<file path="src/rtl/hex_display_ctrl.sv">
// Multi-digit seven-segment controller: one value register shown across DIGITS
// displays, with static / blink / count-up / count-down modes and leading-zero blanking.

module hex_digit (
    input  logic       clk,
    input  logic       reset_n,
    input  logic [3:0] nib,
    input  logic       off,
    output logic [6:0] seg
);
    // Active-low segments, bit 6 = g ... bit 0 = a
    function automatic logic [6:0] dec(input logic [3:0] n);
        case (n)
            4'h0: dec = 7'b1000000;
            4'h1: dec = 7'b1111001;
            4'h2: dec = 7'b0100100;
            4'h3: dec = 7'b0110000;
            4'h4: dec = 7'b0011001;
            4'h5: dec = 7'b0010010;
            4'h6: dec = 7'b0000010;
            4'h7: dec = 7'b1111000;
            4'h8: dec = 7'b0000000;
            4'h9: dec = 7'b0010000;
            4'ha: dec = 7'b0001000;
            4'hb: dec = 7'b0000011;
            4'hc: dec = 7'b1000110;
            4'hd: dec = 7'b0100001;
            4'he: dec = 7'b0000110;
            default: dec = 7'b0001110;
        endcase
    endfunction

    always_ff @(posedge clk) begin
        if (!reset_n)
            seg <= 7'h7f;
        else if (off)
            seg <= 7'h7f;
        else
            seg <= dec(nib);
    end
endmodule

module hex_display_ctrl #(
    parameter int DIGITS = 6,
    parameter int TICK   = 25_000_000
) (
    input  logic                  clk,
    input  logic                  reset_n,
    input  logic                  load,
    input  logic [1:0]            mode,
    input  logic [4*DIGITS-1:0]   value,
    input  logic                  blank_lz,
    output logic [7*DIGITS-1:0]   hex,
    output logic [4*DIGITS-1:0]   shown,
    output logic                  tick
);
    localparam int VW = 4 * DIGITS;
    localparam int CW = $clog2(TICK);

    logic [VW-1:0]     val;
    logic [1:0]        mode_r;
    logic [CW-1:0]     cnt;
    logic              phase;
    logic              dark;
    logic [DIGITS-1:0] upper_zero;

    assign tick  = (cnt == CW'(TICK - 1));
    assign shown = val;
    assign dark  = (mode_r == 2'b01) && !phase;

    always_ff @(posedge clk) begin
        if (!reset_n) begin
            val    <= '0;
            mode_r <= 2'b00;
            cnt    <= '0;
            phase  <= 1'b1;
        end else begin
            cnt <= tick ? '0 : cnt + 1'b1;
            // A load restarts the tick interval and swallows a coincident tick
            if (load) begin
                val    <= value;
                mode_r <= mode;
                cnt    <= '0;
                phase  <= 1'b1;
            end else begin
                if (tick) begin
                    case (mode_r)
                        2'b10:   val <= val + 1'b1;
                        2'b11:   val <= val - 1'b1;
                        default: ;
                    endcase
                end
                phase <= (mode_r == 2'b01) ? (phase ^ tick) : 1'b1;
            end
        end
    end

    genvar i;
    generate
        for (i = 0; i < DIGITS; i++) begin : g_dig
            logic off;
            assign upper_zero[i] = (val[VW-1:4*i] == '0);
            if (i == 0) begin : g_lsd
                assign off = dark;
            end else begin : g_upper
                assign off = dark | (blank_lz & upper_zero[i]);
            end
            hex_digit u_dig (
                .clk     (clk),
                .reset_n (reset_n),
                .nib     (val[4*i +: 4]),
                .off     (off),
                .seg     (hex[7*i +: 7])
            );
        end
    endgenerate
endmodule
</file>
<file path="config.mk">
export PLATFORM = sky130hd
export DESIGN_NAME = hex_display_ctrl
export DESIGN_NICKNAME = d
export VERILOG_FILES = /design/src/rtl/hex_display_ctrl.sv
export SDC_FILE = /design/constraint.sdc
export NUM_CORES = 1
export LEC_CHECK = 0
export CAP_MARGIN = 20
export CORE_AREA = 8 8 121 123
export CTS_CLUSTER_DIAMETER = 40
export CTS_CLUSTER_SIZE = 12
export DETAILED_ROUTE_END_ITERATION = 16
export DIE_AREA = 0 0 129 131
export PLACE_DENSITY_LB_ADDON = 0.12
export SYNTH_ARGS = -nofsm -noshare
export SYNTH_HDL_FRONTEND = slang
export SYNTH_SLANG_ARGS = --single-unit
</file>
<file path="constraint.sdc">
create_clock -name clk -period 3.63 [get_ports clk]
set_input_delay 0.5445 -clock clk [delete_from_list [all_inputs] [get_ports clk]]
set_output_delay 0.5445 -clock clk [all_outputs]
set_load 0.01 [all_outputs]
</file>
==> results.md, run 1 <==
- Status: finished, final reports clean
- Total grt overflow: 0
- Die Y: 131 um
- Mapped Nets: 770
- Headroom to the max-slew limit: 0.334
- Share of cells above drive strength 1: 0.0424
- Drt drc: 0
- Critical path endpoint category: register
- Crit Path Category: reg -> reg
- Die Area: 0.0169 mm^2
- Tmin final: 2830 ps
- Worst Hold Class: reg -> reg
- Main flop type after synthesis: dfxtp_1
- Core ar.: 0.0129 mm^2
- Die width: 129 um
- I/O Pins: 97
- FP Rows: 42
- Total Power: 0.00268 W
- Clk sinks: 94
- Final net count: 841
- Hpwl dp: 11900 um
- Peak VDD IR: 267 uV
- Routability cong.: 0.880
- Bufs on Longest Clock Path: 2
- Post-CTS Setup Bufs: 0
- Via density: 5.66
- Mapped Cells: 702
- Startpoint Class: register
- RSZ-0062 raised after global routing: no
- First-pass GRT wire length: 25700 um
- CP startpoint: shown[1]$_SDFFE_PN0P_
- TritonRoute pass-1 iters: 7
- Final Hold Vio Count: 0
- Slew @ Worst Pin: 998 ps
- Clk slew on worst S/H paths: 70 ps
- Post-Syn Area: 0.00563 mm^2
- Starting Density: 0.438
- GRT Util Overall: 0.190
- Syn_area_per_cell: 8.03 um^2
- TritonCTS buffer count: 9
- Post-CTS sizing: 0
- Hold_buf cts: 0
- Critical R2R Launch: shown[1]$_SDFFE_PN0P_
- F_max: 0.353 GHz
- Initial DRC count: 325
- Max-slew violations: 0
- H-tree depth: 3
- Yosys cell types: 62
- Post-synth EDFFs: 0
- Seq/Total Area, Yosys: 0.334
- Hold Startpoint: cnt[0]$_SDFF_PP0_
- Crit-path max FO: 13
- Clk_skew: 6.73 ps
- Avg WL per Cell: 16.8 um
- Worst path required time: 3870 ps
- Root buffer cell: clkbuf_16
- Arr. time, crit path: 3070 ps
- Endpoints failing setup: 0
- Largest net degree at the start of global routing: 27
- PortBufs: 96
- P per Cell Area: 383 mW/mm^2
- Drt total wl: 16000 um
- Yosys reg bits: 94
- Worst-Skew Late Latency: 350 ps
- Initial antenna violation count: 0
- Max_cap viols: 0
- Setup_tns: 0 ps
- Async S/R FF share, synth: 0
- Area Overhead vs Synth: 24.3%
- Vias in the first global route: 5187
- TritonCTS clock tree: done
- Layout fillers: 1240
- Remaining antenna violation count: 0
- Final Cycle Share: 0.781
- Pleak: 2.51 nW
- Via count: 5399
- Diode count: 0
- Yosys warns: 0
## critical path: stages, from the launching register on
cell and delay (ps):
dfxtp_1 580, inv_1 180, xnor2_1 190, ha_1 290, nand3_1 220, o41ai_1 410
o2111ai_1 240, and3_1 240, o21ai_1 150, xnor2_1 140, a21oi_1 80
## registers in the layout (all words and copies together), names as in the netlist
register / count
phase: 1
cnt: 25
mode_r: 2
shown: 24
g_dig.u_dig.seg: 42
## cell families after synthesis
| group | synth area share |
|---|---|
| and+or+nand+nor | 0.240 |
| AOI/OAI and AO/OA | 0.196 |
| DFF | 0.334 |
| buffers and inverters | 0.0531 |
| xor gates and xnor gates | 0.0684 |
| adders and majority gates | 0.0844 |
| muxes | 0.0240 |
## layer usage
layer	part of all wire	global-route usage	vias to the layer above
li1	-	-	2649
met1	0.44	0.232	2545
met2	0.48	0.327	188
met3	0.066	0.0341	17
met4	0.015	0.0733	0
met5	0	0	-
## area by class of cell
type                       count  area, um^2  share of cell area
multi-input combinational    535        3460               0.493
clock inverter                 4        70.1              0.0100
tap                          176         220              0.0314
clock buffer                  12         246              0.0352
sequential                    94        1880               0.269
timing repair buffer         104        1020               0.146
inverter                      29         109              0.0155
## cell usage after synthesis (3+ instances only)
cell       n  area (um^2)
nor2_1    93          349
o211ai_1  23          173
a31oi_1    6         37.5
nand2_1   67          251
o311ai_0  17          149
o21ai_1    5         25.0
and2_1     4         25.0
nand2b_1   8         50.1
buf_2      7         35.0
ha_1      38          475
nand4_1   14         87.6
nor3_1    13         65.1
inv_1     27          101
or4_1      4         30.0
nor4_1    10         62.6
and4_1     3         26.3
xor2_1    13          114
or3_1      6         37.5
a211oi_1  13         97.6
nor2b_1    6         37.5
clkbuf_1  32          120
dfxtp_1   94         1880
nand3b_1   4         30.0
a32oi_1    4         35.0
o22ai_1    3         18.8
xnor2_1   31          272
a21oi_1   32          160
mux2i_1    9         90.1
and3_1    17          106
nand3_1   20          100
o21ai_0   34          170
## through the flow
step                       util  instance area, um^2  hold slack (ps)  std cells  worst slack, ps
final                     0.544                 7010              464        954              795
after detailed placement  0.520                 6690              457        938              887
after global placement    0.520                 6690              440        938              979
after floorplan               -                 5630              430        702              731
after CTS                 0.544                 7010              472        954              803
after global routing      0.544                 7010              497        954              509
## final timing paths
| path | end | slack, ps | cells after the start |
|---|---|---|---|
| setup reg to reg | shown[14]$_SDFFE_PN0P_ | 800 | 10 |
| hold reg to reg | cnt[0]$_SDFF_PP0_ | 460 | 1 |
| hold / removal | cnt[0]$_SDFF_PP0_ | 460 | 1 |
| setup / recovery | shown[14]$_SDFFE_PN0P_ | 800 | 10 |
## cell usage in the layout, fill, tap and decap left out, types with 8 or more instances in the layout
cell | synthesis | layout
clkdlybuf4s50_1 | 0 | 96
dfxtp_1 | 94 | 94
nor2_1 | 93 | 93
nand2_1 | 67 | 67
ha_1 | 38 | 38
o21ai_0 | 34 | 34
a21oi_1 | 32 | 32
xnor2_1 | 31 | 31
inv_1 | 27 | 27
o211ai_1 | 23 | 23
nand3_1 | 20 | 20
and3_1 | 17 | 17
o311ai_0 | 17 | 17
nand4_1 | 14 | 14
xor2_1 | 13 | 13
nor3_1 | 13 | 13
a211oi_1 | 13 | 13
nor4_1 | 10 | 10
mux2i_1 | 9 | 9
clkbuf_16 | 0 | 9
nand2b_1 | 8 | 8
buf_4 | 0 | 8
## power by group
| part | switching, W | internal, W |
|---|---|---|
| clock network | 0.000393 | 0.000621 |
| registers | 0.0000873 | 0.00110 |
| logic | 0.000239 | 0.000246 |
| total | 0.000719 | 0.00197 |
Note: power is estimated with default switching activity, not from simulation.
==> run 2, diff against run 1 <==
==> constraint.sdc (replaced) <==
create_clock -name clk -period 2.65 [get_ports clk]
set_input_delay 0.3975 -clock clk [delete_from_list [all_inputs] [get_ports clk]]
set_output_delay 0.3975 -clock clk [all_outputs]
set_load 0.01 [all_outputs]
==> run 2 against run 1 <==
  * Non-clock buffer count increased by 39
  * Maximum frequency increased by 14%
  * First-iteration DRC count decreased by 3.7%
  * Sequential power increased by 32%
  * Critical path type unchanged
  * Largest cell class unchanged
==> results.md, run 2 (synthesized netlist as in run 1, its figures left out) <==
- Status: finished, final reports clean (unchanged)
- Hold WS: 462 ps (was 464 ps)
- Initial DRC count: 313 (was 325)
- Setup_tns: 0 ps (unchanged)
- Worst path required time: 2870 ps (was 3870 ps)
- Arr. time, crit path: 2700 ps (was 3070 ps)
- RSZ-0062 raised after global routing: no (unchanged)
- Startpoint Class: register (unchanged)
- Clk slew on worst S/H paths: 70 ps (about the same)
- P per Cell Area: 517 mW/mm^2 (was 383 mW/mm^2)
- GRT Util Overall: 0.204 (was 0.190)
- Total grt overflow: 0 (unchanged)
- Register Area: 0.00188 mm^2 (about the same)
- Bufs on Longest Clock Path: 2 (unchanged)
- Number of flip-flops in the largest register: 42 (unchanged)
- Diode count: 0 (unchanged)
- Worst path cell trace: and2_1 > xnor2_1 > ha_2 > nand3_1 > o41ai_2 > o2111ai_2 > and3_1 > o21ai_1 > xnor2_1 > a21oi_1 (was inv_1 > xnor2_1 > ha_1 > nand3_1 > o41ai_1 > o2111ai_1 > and3_1 > o21ai_1 > xnor2_1 > a21oi_1)
- Root buffer cell: clkbuf_16 (unchanged)
- Max_cap viols: 0 (unchanged)
- Hpwl dp: 13000 um (was 11900 um)
- Endpoints failing setup: 0 (unchanged)
- Vias in the first global route: 5559 (was 5187)
- Crit-path max FO: 9 (was 13)
- Clk_skew: 7.98 ps (was 6.73 ps)
- I/O Pins: 97 (unchanged)
- Via density: 5.65 (was 5.66)
- Critical path endpoint category: register (unchanged)
- F_max: 0.403 GHz (was 0.353 GHz)
- Final Hold Vio Count: 0 (unchanged)
- Largest net degree at the start of global routing: 33 (was 27)
- Area Overhead vs Synth: 30.3% (was 24.3%)
- Avg WL per Cell: 17.2 um (was 16.8 um)
- Core ar.: 0.0129 mm^2 (unchanged)
- Cell mode on critical path: xnor2_1 (unchanged)
- Post-CTS Setup Bufs: 0 (unchanged)
- PortBufs: 96 (unchanged)
- Layout fillers: 1272 (was 1240)
- Crit Path Category: reg -> reg (unchanged)
- Area of the multi-input gates: 0.00348 mm^2 (was 0.00346 mm^2)
- Die Y: 131 um (unchanged)
- Worst-Skew Late Latency: 350 ps (about the same)
- Final Cycle Share: 0.936 (was 0.781)
- Initial antenna violation count: 0 (unchanged)
- FP Rows: 42 (unchanged)
- H-tree depth: 3 (unchanged)
- Peak VDD IR: 363 uV (was 267 uV)
- Crit-path slowest cell: dfxtp_2 (was dfxtp_1)
- Drt drc: 0 (unchanged)
- Max-slew violations: 0 (unchanged)
- Via count: 5609 (was 5399)
- Die Area: 0.0169 mm^2 (unchanged)
- Most common cell after layout, fill and taps aside: clkdlybuf4s50_1 (unchanged)
- Die width: 129 um (unchanged)
- Slew @ Worst Pin: 526 ps (was 998 ps)
- Tmin final: 2480 ps (was 2830 ps)
- Max stage delay on crit path: 410 ps (was 580 ps)
- Final net count: 880 (was 841)
- Headroom to the max-slew limit: 0.649 (was 0.334)
- Largest Register: g_dig.u_dig.seg (unchanged)
- TritonRoute pass-1 iters: 5 (was 7)
- Share of cells above drive strength 1: 0.0979 (was 0.0424)
- Drt total wl: 17100 um (was 16000 um)
- Starting Density: 0.438 (unchanged)
- Remaining antenna violation count: 0 (unchanged)
- TritonCTS buffer count: 9 (unchanged)
- Commonest non-fill, non-tap cells in the layout: clkdlybuf4s50_1, dfxtp_1, nor2_1 (unchanged)
- First-pass GRT wire length: 27500 um (was 25700 um)
- Pleak: 2.73 nW (was 2.51 nW)
- Clk sinks: 94 (unchanged)
- Worst Hold Class: reg -> reg (unchanged)
- TritonCTS clock tree: done (unchanged)
- Routability cong.: 0.892 (was 0.880)
run 2: changes by cell type in the layout (fill, tap and decap cells not counted), moves of 2 or more:
cell / change
buf_4: +39
nor2_1: -2
clkbuf_1: -2
nor2_2: +2
run 2: per-stage QoR:
step                      instance area [um^2]  std cells   util  worst slack [ps]  total power, W
final                                     7340        993  0.570               169         0.00380
after global routing                      7340        993  0.570              14.8         0.00397
after CTS                                 7320        993  0.568              36.9         0.00383
after detailed placement                  6980        977  0.542               182         0.00238
after global placement                    6980        977  0.542               267         0.00237
after floorplan                           5640        702      -              42.9         0.00199
run 2: critical path, delay by kind of cell (launching register included):
| kind | cells | cell delay, ps |
|---|---|---|
| AOI/OAI and AO/OA | 4 | 820 |
| xor gates and xnor gates | 2 | 270 |
| adders and majority gates | 1 | 270 |
| DFF | 1 | 410 |
| and+or+nand+nor | 3 | 600 |
run 2: final timing paths:
check	slack, ps	to	depth (start not counted)	start
max reg2reg	170	shown[14]$_SDFFE_PN0P_	10	mode_r[1]$_SDFFE_PN0P_
max	170	shown[14]$_SDFFE_PN0P_	10	mode_r[1]$_SDFFE_PN0P_
min reg2reg	460	cnt[0]$_SDFF_PP0_	1	cnt[0]$_SDFF_PP0_
min	460	cnt[0]$_SDFF_PP0_	1	cnt[0]$_SDFF_PP0_
run 2: final cells by class:
cell class | count | area share
inverter | 29 | 0.0148
sequential | 94 | 0.256
clock buffer | 11 | 0.0344
tap | 176 | 0.0300
timing repair buffer | 143 | 0.179
multi-input combinational | 535 | 0.474
clock inverter | 5 | 0.0111
run 2: power breakdown:
part           internal, W  leakage, nW  total [W]  switching (W)
clock network     0.000879        0.162    0.00145       0.000570
registers          0.00151        0.779    0.00157      0.0000673
logic             0.000378         1.79   0.000773       0.000395
run 2: per-layer routing:
metal / vias to the layer above / global-route usage / wire length (um)
met5: - / 0 / 0
met1: 2662 / 0.249 / 7430
met3: 25 / 0.0321 / 1040
li1: 2724 / - / -
met4: 0 / 0.0733 / 285
met2: 198 / 0.356 / 8340
run 2: what timing repair did:
item,CTS,global route
setup endpoints to repair,0,7
hold buffers,0,0
resized for setup,0,6
